<file path="src/rtl/muldiv_pkg.sv">
// Shared types and constants for the iterative multiply/divide unit.
package muldiv_pkg;

   localparam int unsigned MDU_WIDTH = 16;
   localparam int unsigned MDU_ITER  = MDU_WIDTH;

   typedef enum logic [1:0] {
      MULU = 2'b00,
      MULS = 2'b01,
      DIVU = 2'b10,
      DIVS = 2'b11
   } mdu_op_t;

   typedef enum logic [1:0] {
      IDLE  = 2'b00,
      CALC  = 2'b01,
      FIXUP = 2'b10
   } mdu_state_t;

endpackage

</file>
<file path="src/rtl/muldiv_step.sv">
// One radix-2 iteration: shift-add multiply or restoring shift-subtract divide.
module muldiv_step
   import muldiv_pkg::*;
#(
   parameter int unsigned WIDTH = MDU_WIDTH
) (
   input  logic               mode,
   input  logic [2*WIDTH:0]   partial,
   input  logic [WIDTH-1:0]   operand,
   output logic [2*WIDTH:0]   partial_next,
   output logic               q_bit
);

   logic [WIDTH:0]   hi;
   logic [WIDTH-1:0] lo;
   logic [WIDTH:0]   sum;
   logic [WIDTH:0]   shifted;
   logic [WIDTH:0]   diff;

   assign hi = partial[2*WIDTH:WIDTH];
   assign lo = partial[WIDTH-1:0];

   always_comb begin
      sum          = '0;
      shifted      = '0;
      diff         = '0;
      q_bit        = 1'b0;
      partial_next = partial;
      if (mode) begin
         // Remainder stays below the divisor, so bit WIDTH of diff is a clean borrow.
         shifted      = {hi[WIDTH-1:0], lo[WIDTH-1]};
         diff         = shifted - {1'b0, operand};
         q_bit        = ~diff[WIDTH];
         partial_next = {(q_bit ? diff : shifted), lo[WIDTH-2:0], 1'b0};
      end else begin
         sum          = lo[0] ? (hi + {1'b0, operand}) : hi;
         partial_next = {1'b0, sum, lo[WIDTH-1:1]};
      end
   end

endmodule

</file>
<file path="src/rtl/muldiv_unit.sv">
// Iterative 16-bit multiply/divide coprocessor with sign fixup and ALU-style flags.
module muldiv_unit
   import muldiv_pkg::*;
#(
   parameter int unsigned WIDTH = MDU_WIDTH
) (
   input  logic             clk,
   input  logic             rst_n,
   input  logic             data_hazard,
   input  logic             start,
   input  logic [1:0]       op,
   input  logic [WIDTH-1:0] in_a,
   input  logic [WIDTH-1:0] in_b,
   output logic             busy,
   output logic             done,
   output logic [WIDTH-1:0] res_hi,
   output logic [WIDTH-1:0] res_lo,
   output logic             n,
   output logic             z,
   output logic             p,
   output logic             c
);

   localparam int unsigned CntW = $clog2(WIDTH);

   mdu_state_t       state_q, state_d;
   mdu_op_t          op_q, op_d;
   logic [CntW-1:0]  cnt_q, cnt_d;
   logic [2*WIDTH:0] part_q, part_d;
   logic [WIDTH-1:0] opnd_q, opnd_d;
   logic             neg_q, neg_d, rneg_q, rneg_d;
   logic             dz_q, dz_d, ovf_q, ovf_d;
   logic             busy_q, busy_d, done_q, done_d;
   logic [WIDTH-1:0] res_hi_q, res_hi_d, res_lo_q, res_lo_d;
   logic             n_q, n_d, z_q, z_d, p_q, p_d, c_q, c_d;

   logic             in_div, in_sgn;
   logic [WIDTH-1:0] a_mag, b_mag;
   logic             is_div_q;
   logic [2*WIDTH:0] step_next;
   logic             step_q;

   logic [2*WIDTH-1:0] prod, prod_fix;
   logic [WIDTH-1:0]   quo, rem, fix_hi, fix_lo;
   logic               fix_n, fix_z, fix_c;

   assign in_div   = op[1];
   assign in_sgn   = op[0];
   assign a_mag    = (in_sgn && in_a[WIDTH-1]) ? -in_a : in_a;
   assign b_mag    = (in_sgn && in_b[WIDTH-1]) ? -in_b : in_b;
   assign is_div_q = (op_q == DIVU) || (op_q == DIVS);

   muldiv_step #(
      .WIDTH (WIDTH)
   ) u_step (
      .mode         (is_div_q),
      .partial      (part_q),
      .operand      (opnd_q),
      .partial_next (step_next),
      .q_bit        (step_q)
   );

   always_comb begin
      prod     = {part_q[2*WIDTH-1:WIDTH], part_q[WIDTH-1:0]};
      prod_fix = neg_q ? -prod : prod;
      quo      = neg_q ? -part_q[WIDTH-1:0] : part_q[WIDTH-1:0];
      if (dz_q) begin
         quo = '1;
      end
      // Remainder takes the dividend's sign; this also restores in_a on divide by zero.
      rem    = rneg_q ? -part_q[2*WIDTH-1:WIDTH] : part_q[2*WIDTH-1:WIDTH];
      fix_hi = is_div_q ? rem : prod_fix[2*WIDTH-1:WIDTH];
      fix_lo = is_div_q ? quo : prod_fix[WIDTH-1:0];
      fix_n  = is_div_q ? quo[WIDTH-1] : fix_hi[WIDTH-1];
      fix_z  = is_div_q ? (quo == '0) : (prod_fix == '0);
      unique case (op_q)
         MULU:    fix_c = (fix_hi != '0);
         MULS:    fix_c = (fix_hi != {WIDTH{fix_lo[WIDTH-1]}});
         default: fix_c = dz_q | ovf_q;
      endcase
   end

   always_comb begin
      state_d  = state_q;
      op_d     = op_q;
      cnt_d    = cnt_q;
      part_d   = part_q;
      opnd_d   = opnd_q;
      neg_d    = neg_q;
      rneg_d   = rneg_q;
      dz_d     = dz_q;
      ovf_d    = ovf_q;
      busy_d   = busy_q;
      done_d   = done_q;
      res_hi_d = res_hi_q;
      res_lo_d = res_lo_q;
      n_d      = n_q;
      z_d      = z_q;
      p_d      = p_q;
      c_d      = c_q;
      if (!data_hazard) begin
         done_d = 1'b0;
         unique case (state_q)
            IDLE: begin
               if (start) begin
                  op_d    = mdu_op_t'(op);
                  part_d  = {{(WIDTH+1){1'b0}}, (in_div ? a_mag : b_mag)};
                  opnd_d  = in_div ? b_mag : a_mag;
                  neg_d   = in_sgn & (in_a[WIDTH-1] ^ in_b[WIDTH-1]);
                  rneg_d  = in_sgn & in_div & in_a[WIDTH-1];
                  dz_d    = in_div && (in_b == '0);
                  ovf_d   = (op == 2'(DIVS)) && (in_a == {1'b1, {(WIDTH-1){1'b0}}})
                            && (in_b == '1);
                  cnt_d   = '0;
                  busy_d  = 1'b1;
                  state_d = CALC;
               end
            end
            CALC: begin
               part_d = step_next | {{(2*WIDTH){1'b0}}, step_q};
               cnt_d  = cnt_q + CntW'(1);
               if (cnt_q == CntW'(WIDTH-1)) begin
                  state_d = FIXUP;
               end
            end
            FIXUP: begin
               res_hi_d = fix_hi;
               res_lo_d = fix_lo;
               n_d      = fix_n;
               z_d      = fix_z;
               p_d      = ~fix_n & ~fix_z;
               c_d      = fix_c;
               done_d   = 1'b1;
               busy_d   = 1'b0;
               state_d  = IDLE;
            end
            default: state_d = IDLE;
         endcase
      end
   end

   always_ff @(posedge clk or negedge rst_n) begin
      if (!rst_n) begin
         state_q  <= IDLE;
         op_q     <= MULU;
         cnt_q    <= '0;
         part_q   <= '0;
         opnd_q   <= '0;
         neg_q    <= 1'b0;
         rneg_q   <= 1'b0;
         dz_q     <= 1'b0;
         ovf_q    <= 1'b0;
         busy_q   <= 1'b0;
         done_q   <= 1'b0;
         res_hi_q <= '0;
         res_lo_q <= '0;
         n_q      <= 1'b0;
         z_q      <= 1'b0;
         p_q      <= 1'b0;
         c_q      <= 1'b0;
      end else begin
         state_q  <= state_d;
         op_q     <= op_d;
         cnt_q    <= cnt_d;
         part_q   <= part_d;
         opnd_q   <= opnd_d;
         neg_q    <= neg_d;
         rneg_q   <= rneg_d;
         dz_q     <= dz_d;
         ovf_q    <= ovf_d;
         busy_q   <= busy_d;
         done_q   <= done_d;
         res_hi_q <= res_hi_d;
         res_lo_q <= res_lo_d;
         n_q      <= n_d;
         z_q      <= z_d;
         p_q      <= p_d;
         c_q      <= c_d;
      end
   end

   assign busy   = busy_q;
   assign done   = done_q;
   assign res_hi = res_hi_q;
   assign res_lo = res_lo_q;
   assign n      = n_q;
   assign z      = z_q;
   assign p      = p_q;
   assign c      = c_q;

endmodule

</file>
<file path="config.mk">
export PLATFORM = sky130hd
export DESIGN_NAME = muldiv_unit
export DESIGN_NICKNAME = d
export VERILOG_FILES = /design/src/rtl/muldiv_pkg.sv /design/src/rtl/muldiv_step.sv /design/src/rtl/muldiv_unit.sv
export SDC_FILE = /design/constraint.sdc
export NUM_CORES = 1
export LEC_CHECK = 0
export CAP_MARGIN = 0
export CELL_PAD_IN_SITES_DETAIL_PLACEMENT = 0
export CELL_PAD_IN_SITES_GLOBAL_PLACEMENT = 2
export CORE_MARGIN = 4
export CORE_UTILIZATION = 38
export CTS_CLUSTER_DIAMETER = 60
export DETAILED_ROUTE_END_ITERATION = 16
export GPL_TIMING_DRIVEN = 0
export PLACE_DENSITY = 0.89
export SLEW_MARGIN = 20
export SYNTH_ARGS = -nofsm -noshare
export SYNTH_HDL_FRONTEND = slang
export SYNTH_SLANG_ARGS = --single-unit
export TNS_END_PERCENT = 100
</file>
<file path="constraint.sdc">
create_clock -name clk -period 9.2 [get_ports clk]
set_input_delay 2.3 -clock clk [delete_from_list [all_inputs] [get_ports clk]]
set_output_delay 2.3 -clock clk [all_outputs]
set_load 0.02 [all_outputs]
</file>
==> results by group <==
Drt
  – Antenna violation net count after detailed routing: 0
  – Total number of vias: 8,994
  – Post-Route WL: roughly 33,000 um
  – Avg Vias per Cell: approximately 6
  – Final routed DRC violation total: 0
  – Per-cell routed wire length: 21.76 um
  – Total iterations of the first detailed-routing run: 5
  – Number of violations reported at the end of detailed-routing iteration 0: between 600 and 700

Floorplanning
  – Horizontal die dimension: roughly 160 um
  – Initial cell density of the core: ~39%
  – Die Area: around 26,000 sq um
  – Standard-cell row count: 55
  – Area of the core region: about 23,000 sq um
  – Vertical die dimension: roughly 160 um
  – Number of primary I/O pins: between 70 and 80

Critical path
  – Launching point of the worst reg2reg path: part_q[15]$_DFFE_PN0P_
  – Endpoint of the most critical register-to-register path: part_q[20]$_DFFE_PN0P_
  – Reg2Reg Depth: 16
  – Delay of the slowest critical-path stage: 0.56 ns
  – Cell family contributing the most delay on the critical path: compound AO/OA/AOI/OAI gates
  – Worst Path Arrival: 5.48 ns
  – Number of buffers and inverters on the critical path: 4
  – Crit path kind: flop to flop
  – Data required time at the worst endpoint: ~9.5 ns
  – Cell with the biggest individual delay on the critical path: sky130_fd_sc_hd__clkbuf_1
  – Category of the worst setup path capture point: flop
  – Worst-path maximum fanout: 10
  – Element type at the critical path start: flop
  – Worst path cell trace: inv_1 > ha_1 > inv_1 > fa_1 > a211oi_1 > o21bai_1 > a31o_2 > a221oi_1 > o21ai_0 > a21o_1 > a21o_1 > ha_1 > clkbuf_1 > clkbuf_1 > o221ai_1 > a32o_1
  – Setup slack, reg-to-reg: 3.97 ns

GRT
  – Maximum number of pins on one net before global-route repair: 65
  – Total overflow reported by the global router: 0
  – All-layer global routing usage: between 20% and 30%
  – Number of global-route vias before repair: a little under 9,000
  – Global-route wire length before repair: about 52,000 um
  – Number of antenna violations at the first check in global routing: 0

STA
  – Clock period minus final worst setup slack: around 5.2 ns
  – Hold Vio Cnt, Final: 0
  – Period Utilization, post-route: 56.82%
  – Worst slew margin relative to its limit: approximately a quarter
  – Max-slew violation count: 0
  – Worst setup slack after layout: 3.973 ns
  – Worst Skew: 0.009573 ns
  – Number of setup violations in the final report: 0
  – Setup TNS: 0 ns
  – Transition time of the tightest slew-check pin: 1.135 ns
  – RSZ-0062 raised after global routing: false
  – Fmax achieved: between 150 and 200 MHz

Yosys
  – Number of library cell types mapped by synthesis: 77
  – Ys async rst share: 100.0%
  – Yosys warning count: 0
  – Post-synthesis net count: between 1,000 and 1,500
  – Count of state elements after synthesis: 99
  – Average footprint of a synthesized cell: about 7.7 sq um
  – Flip-flop cell with the highest count after synthesis: sky130_fd_sc_hd__dfrtp_1
  – Area of the mapped netlist: 8823 sq um
  – EDFF count, synth: 0
  – Sequential cell area fraction in the yosys report: between 20 and 30%
  – Synthesized instance count: between 1,000 and 1,500

Run
  – Maximum Capacitance Violations: 0

Placed design
  – Total of buffers placed on input and output ports: 73
  – Standard cell area after detailed placement: ~9900 sq um
  – Setup slack at placement: ~4.1 ns
  – Final estimated routing congestion in global placement: 0.9793
  – Dpl hpwl: approximately 26,000 um

Layout
  – Signed area change from the synthesized netlist to the final layout: 15.87%
  – Non-Filler Cell Area, Final: around 10,000 sq um
  – N_diodes: 0
  – # nets final: between 1,000 and 1,500
  – Share of final-layout standard cells stronger than drive strength 1: 4.512%

Min path
  – Number of instances on the worst hold path: 2
  – Worst hold-check path type: flop to flop
  – Hold path endpoint: res_hi[12]$_DFFE_PN0P_
  – Launch instance of the worst min-delay path: res_hi[12]$_DFFE_PN0P_

CTS
  – Max Buffers Root-to-Sink: 2
  – Cell at the root of the clock tree: sky130_fd_sc_hd__clkbuf_16
  – Number of hold-repair buffers added at the cts stage: 0
  – Post CTS Setup Buffer Count: 0
  – Total number of clock tree sinks: 99
  – TritonCTS Buffers: 9
  – TritonCTS clock tree: yes
  – Clock input transition at the sequential cells of the worst setup and hold paths: around 0.08 ns
  – Number of gates given a new drive strength after cts: 0
  – CTS HTree Levels: 3
  – Clock latency on the worst-skew pair: around 0.36 ns

Power
  – Worst supply voltage drop on vdd: 0.1243 mV
  – Pwr/cell area: 375.2 nW/um^2
  – Leakage: between 0.004 and 0.005 uW

Outcome
  – Outcome: complete, no violations
[cell usage after synthesis, drive strengths merged, types with 8 or more instances]
library cell / count / area, sq um
nand2: 149 / 559.3
nand3: 28 / 145.1
buf: 17 / 95.08
nor2b: 9 / 56.30
a21o: 10 / 75.07
o22ai: 8 / 50.05
and2: 8 / 50.05
nor3: 30 / 171.4
o31ai: 19 / 142.6
mux2i: 31 / 310.3
o21ai: 91 / 455.4
ha: 40 / 500.5
nand4: 22 / 158.9
a31oi: 14 / 87.58
dfrtp: 99 / 2477
nor2: 112 / 420.4
a211oi: 20 / 150.1
inv: 47 / 176.4
nor4: 15 / 160.2
xor2: 32 / 280.3
clkbuf: 63 / 236.5
xnor2: 43 / 376.6
a21oi: 108 / 540.5
[worst register-to-register path, cell delays in order (launching register included)]
cell and delay, ns:
sky130_fd_sc_hd__dfrtp_1 0.42, sky130_fd_sc_hd__inv_1 0.22, sky130_fd_sc_hd__ha_1 0.26, sky130_fd_sc_hd__inv_1 0.07
sky130_fd_sc_hd__fa_1 0.42, sky130_fd_sc_hd__a211oi_1 0.29, sky130_fd_sc_hd__o21bai_1 0.16, sky130_fd_sc_hd__a31o_2 0.31
sky130_fd_sc_hd__a221oi_1 0.39, sky130_fd_sc_hd__o21ai_0 0.27, sky130_fd_sc_hd__a21o_1 0.23, sky130_fd_sc_hd__a21o_1 0.18
sky130_fd_sc_hd__ha_1 0.26, sky130_fd_sc_hd__clkbuf_1 0.49, sky130_fd_sc_hd__clkbuf_1 0.57, sky130_fd_sc_hd__o221ai_1 0.25
sky130_fd_sc_hd__a32o_1 0.32
[registers in the layout, summed over array words and instances, names as in the netlist]
signal	flops
p	1
n	1
busy	1
state_q	2
cnt_q	4
part_q	33
neg_q	1
op_q	2
ovf_q	1
res_hi	16
opnd_q	16
res_lo	16
rneg_q	1
done	1
z	1
c	1
dz_q	1
[layout by cell type, fill, tap and decap left out, types with 5 or more instances in the layout]
cell type / n
sky130_fd_sc_hd__nand2_1: 149
sky130_fd_sc_hd__nor2_1: 112
sky130_fd_sc_hd__a21oi_1: 108
sky130_fd_sc_hd__dfrtp_1: 99
sky130_fd_sc_hd__o21ai_0: 91
sky130_fd_sc_hd__clkdlybuf4s50_1: 72
sky130_fd_sc_hd__clkbuf_1: 64
sky130_fd_sc_hd__inv_1: 47
sky130_fd_sc_hd__xnor2_1: 43
sky130_fd_sc_hd__ha_1: 40
sky130_fd_sc_hd__xor2_1: 32
sky130_fd_sc_hd__mux2i_1: 31
sky130_fd_sc_hd__nor3_1: 27
sky130_fd_sc_hd__nand3_1: 27
sky130_fd_sc_hd__a211oi_1: 20
sky130_fd_sc_hd__nand4_1: 20
sky130_fd_sc_hd__o31ai_1: 19
sky130_fd_sc_hd__a31oi_1: 14
sky130_fd_sc_hd__a21o_1: 10
sky130_fd_sc_hd__nor4_1: 10
sky130_fd_sc_hd__nor2b_1: 9
sky130_fd_sc_hd__clkbuf_16: 9
sky130_fd_sc_hd__and2_1: 8
sky130_fd_sc_hd__o22ai_1: 8
sky130_fd_sc_hd__buf_2: 7
sky130_fd_sc_hd__nand2b_1: 7
sky130_fd_sc_hd__or3_1: 7
sky130_fd_sc_hd__or2_2: 7
sky130_fd_sc_hd__o211ai_1: 7
sky130_fd_sc_hd__buf_1: 6
sky130_fd_sc_hd__o21bai_1: 5
sky130_fd_sc_hd__and3_1: 5
sky130_fd_sc_hd__or4_1: 5
sky130_fd_sc_hd__mux2_2: 5
sky130_fd_sc_hd__o311ai_0: 5
sky130_fd_sc_hd__o22a_1: 5
[worst max-delay path by stage]
stage          slack (ns)                      to              startpoint  cells after the start
3_3_place_gp         1.77   part_q[8]$_DFFE_PN0P_                   rst_n                      1
2_1_floorplan        4.96  part_q[13]$_DFFE_PN0P_                 in_b[9]                      8
4_1_cts              4.07  part_q[20]$_DFFE_PN0P_  part_q[15]$_DFFE_PN0P_                     16
3_5_place_dp         4.11  part_q[20]$_DFFE_PN0P_  part_q[15]$_DFFE_PN0P_                     16
5_1_grt              3.77  part_q[20]$_DFFE_PN0P_  part_q[15]$_DFFE_PN0P_                     16
6_report             3.97  part_q[20]$_DFFE_PN0P_  part_q[15]$_DFFE_PN0P_                     16
[metal layers]
layer	GRT usage (%)	part of all wire (%)	routed length, um	up-vias
li1	-	-	-	4319
met1	34.58	45	14940	4313
met2	41.63	46	15160	299
met3	3.952	5.8	1934	63
met4	9.347	3.5	1177	0
met5	0	0	0	-
[cell families (layout without fill, tap and decap cells)]
logic type      after synthesis  in the layout  synth area share [%]
simple gates                426            426                 24.13
compound gates              345            345                 24.26
buf+inv                     128            218                 5.800
flops                        99             99                 28.08
xor+xnor                     75             75                 7.445
fa+ha+maj                    42             42                 6.126
mux                          36             36                 4.155
[through the flow]
stage / power [uW] / std cells / hold WS [ns] / utilization (%)
2_1_floorplan: 2613 / 1151 / 0.4690 / -
3_3_place_gp: 3402 / 1509 / 0.4621 / 43.64
3_5_place_dp: 3408 / 1510 / 0.4625 / 43.77
4_1_cts: 3805 / 1526 / 0.4820 / 45.02
5_1_grt: 4135 / 1526 / 0.4951 / 45.02
6_report: 3836 / 1526 / 0.4746 / 45.02
[cell type report]
class	count	area [sq um]
fill	2370	12490
clock inverter	6	55.05
tap	285	356.6
clock buffer	10	229.0
buffer	80	331.6
multi-input combinational	924	5834
inverter	48	180.2
timing repair buffer	74	759.5
sequential	99	2477
[power breakdown]
group | internal (uW) | switching [uW] | total (uW) | leakage [uW]
clock network | 190 | 198 | 388 | 0.000140
logic | 1000 | 1690 | 2690 | 0.00282
registers | 572 | 184 | 757 | 0.00126
Power figures use the tool's default switching activity.
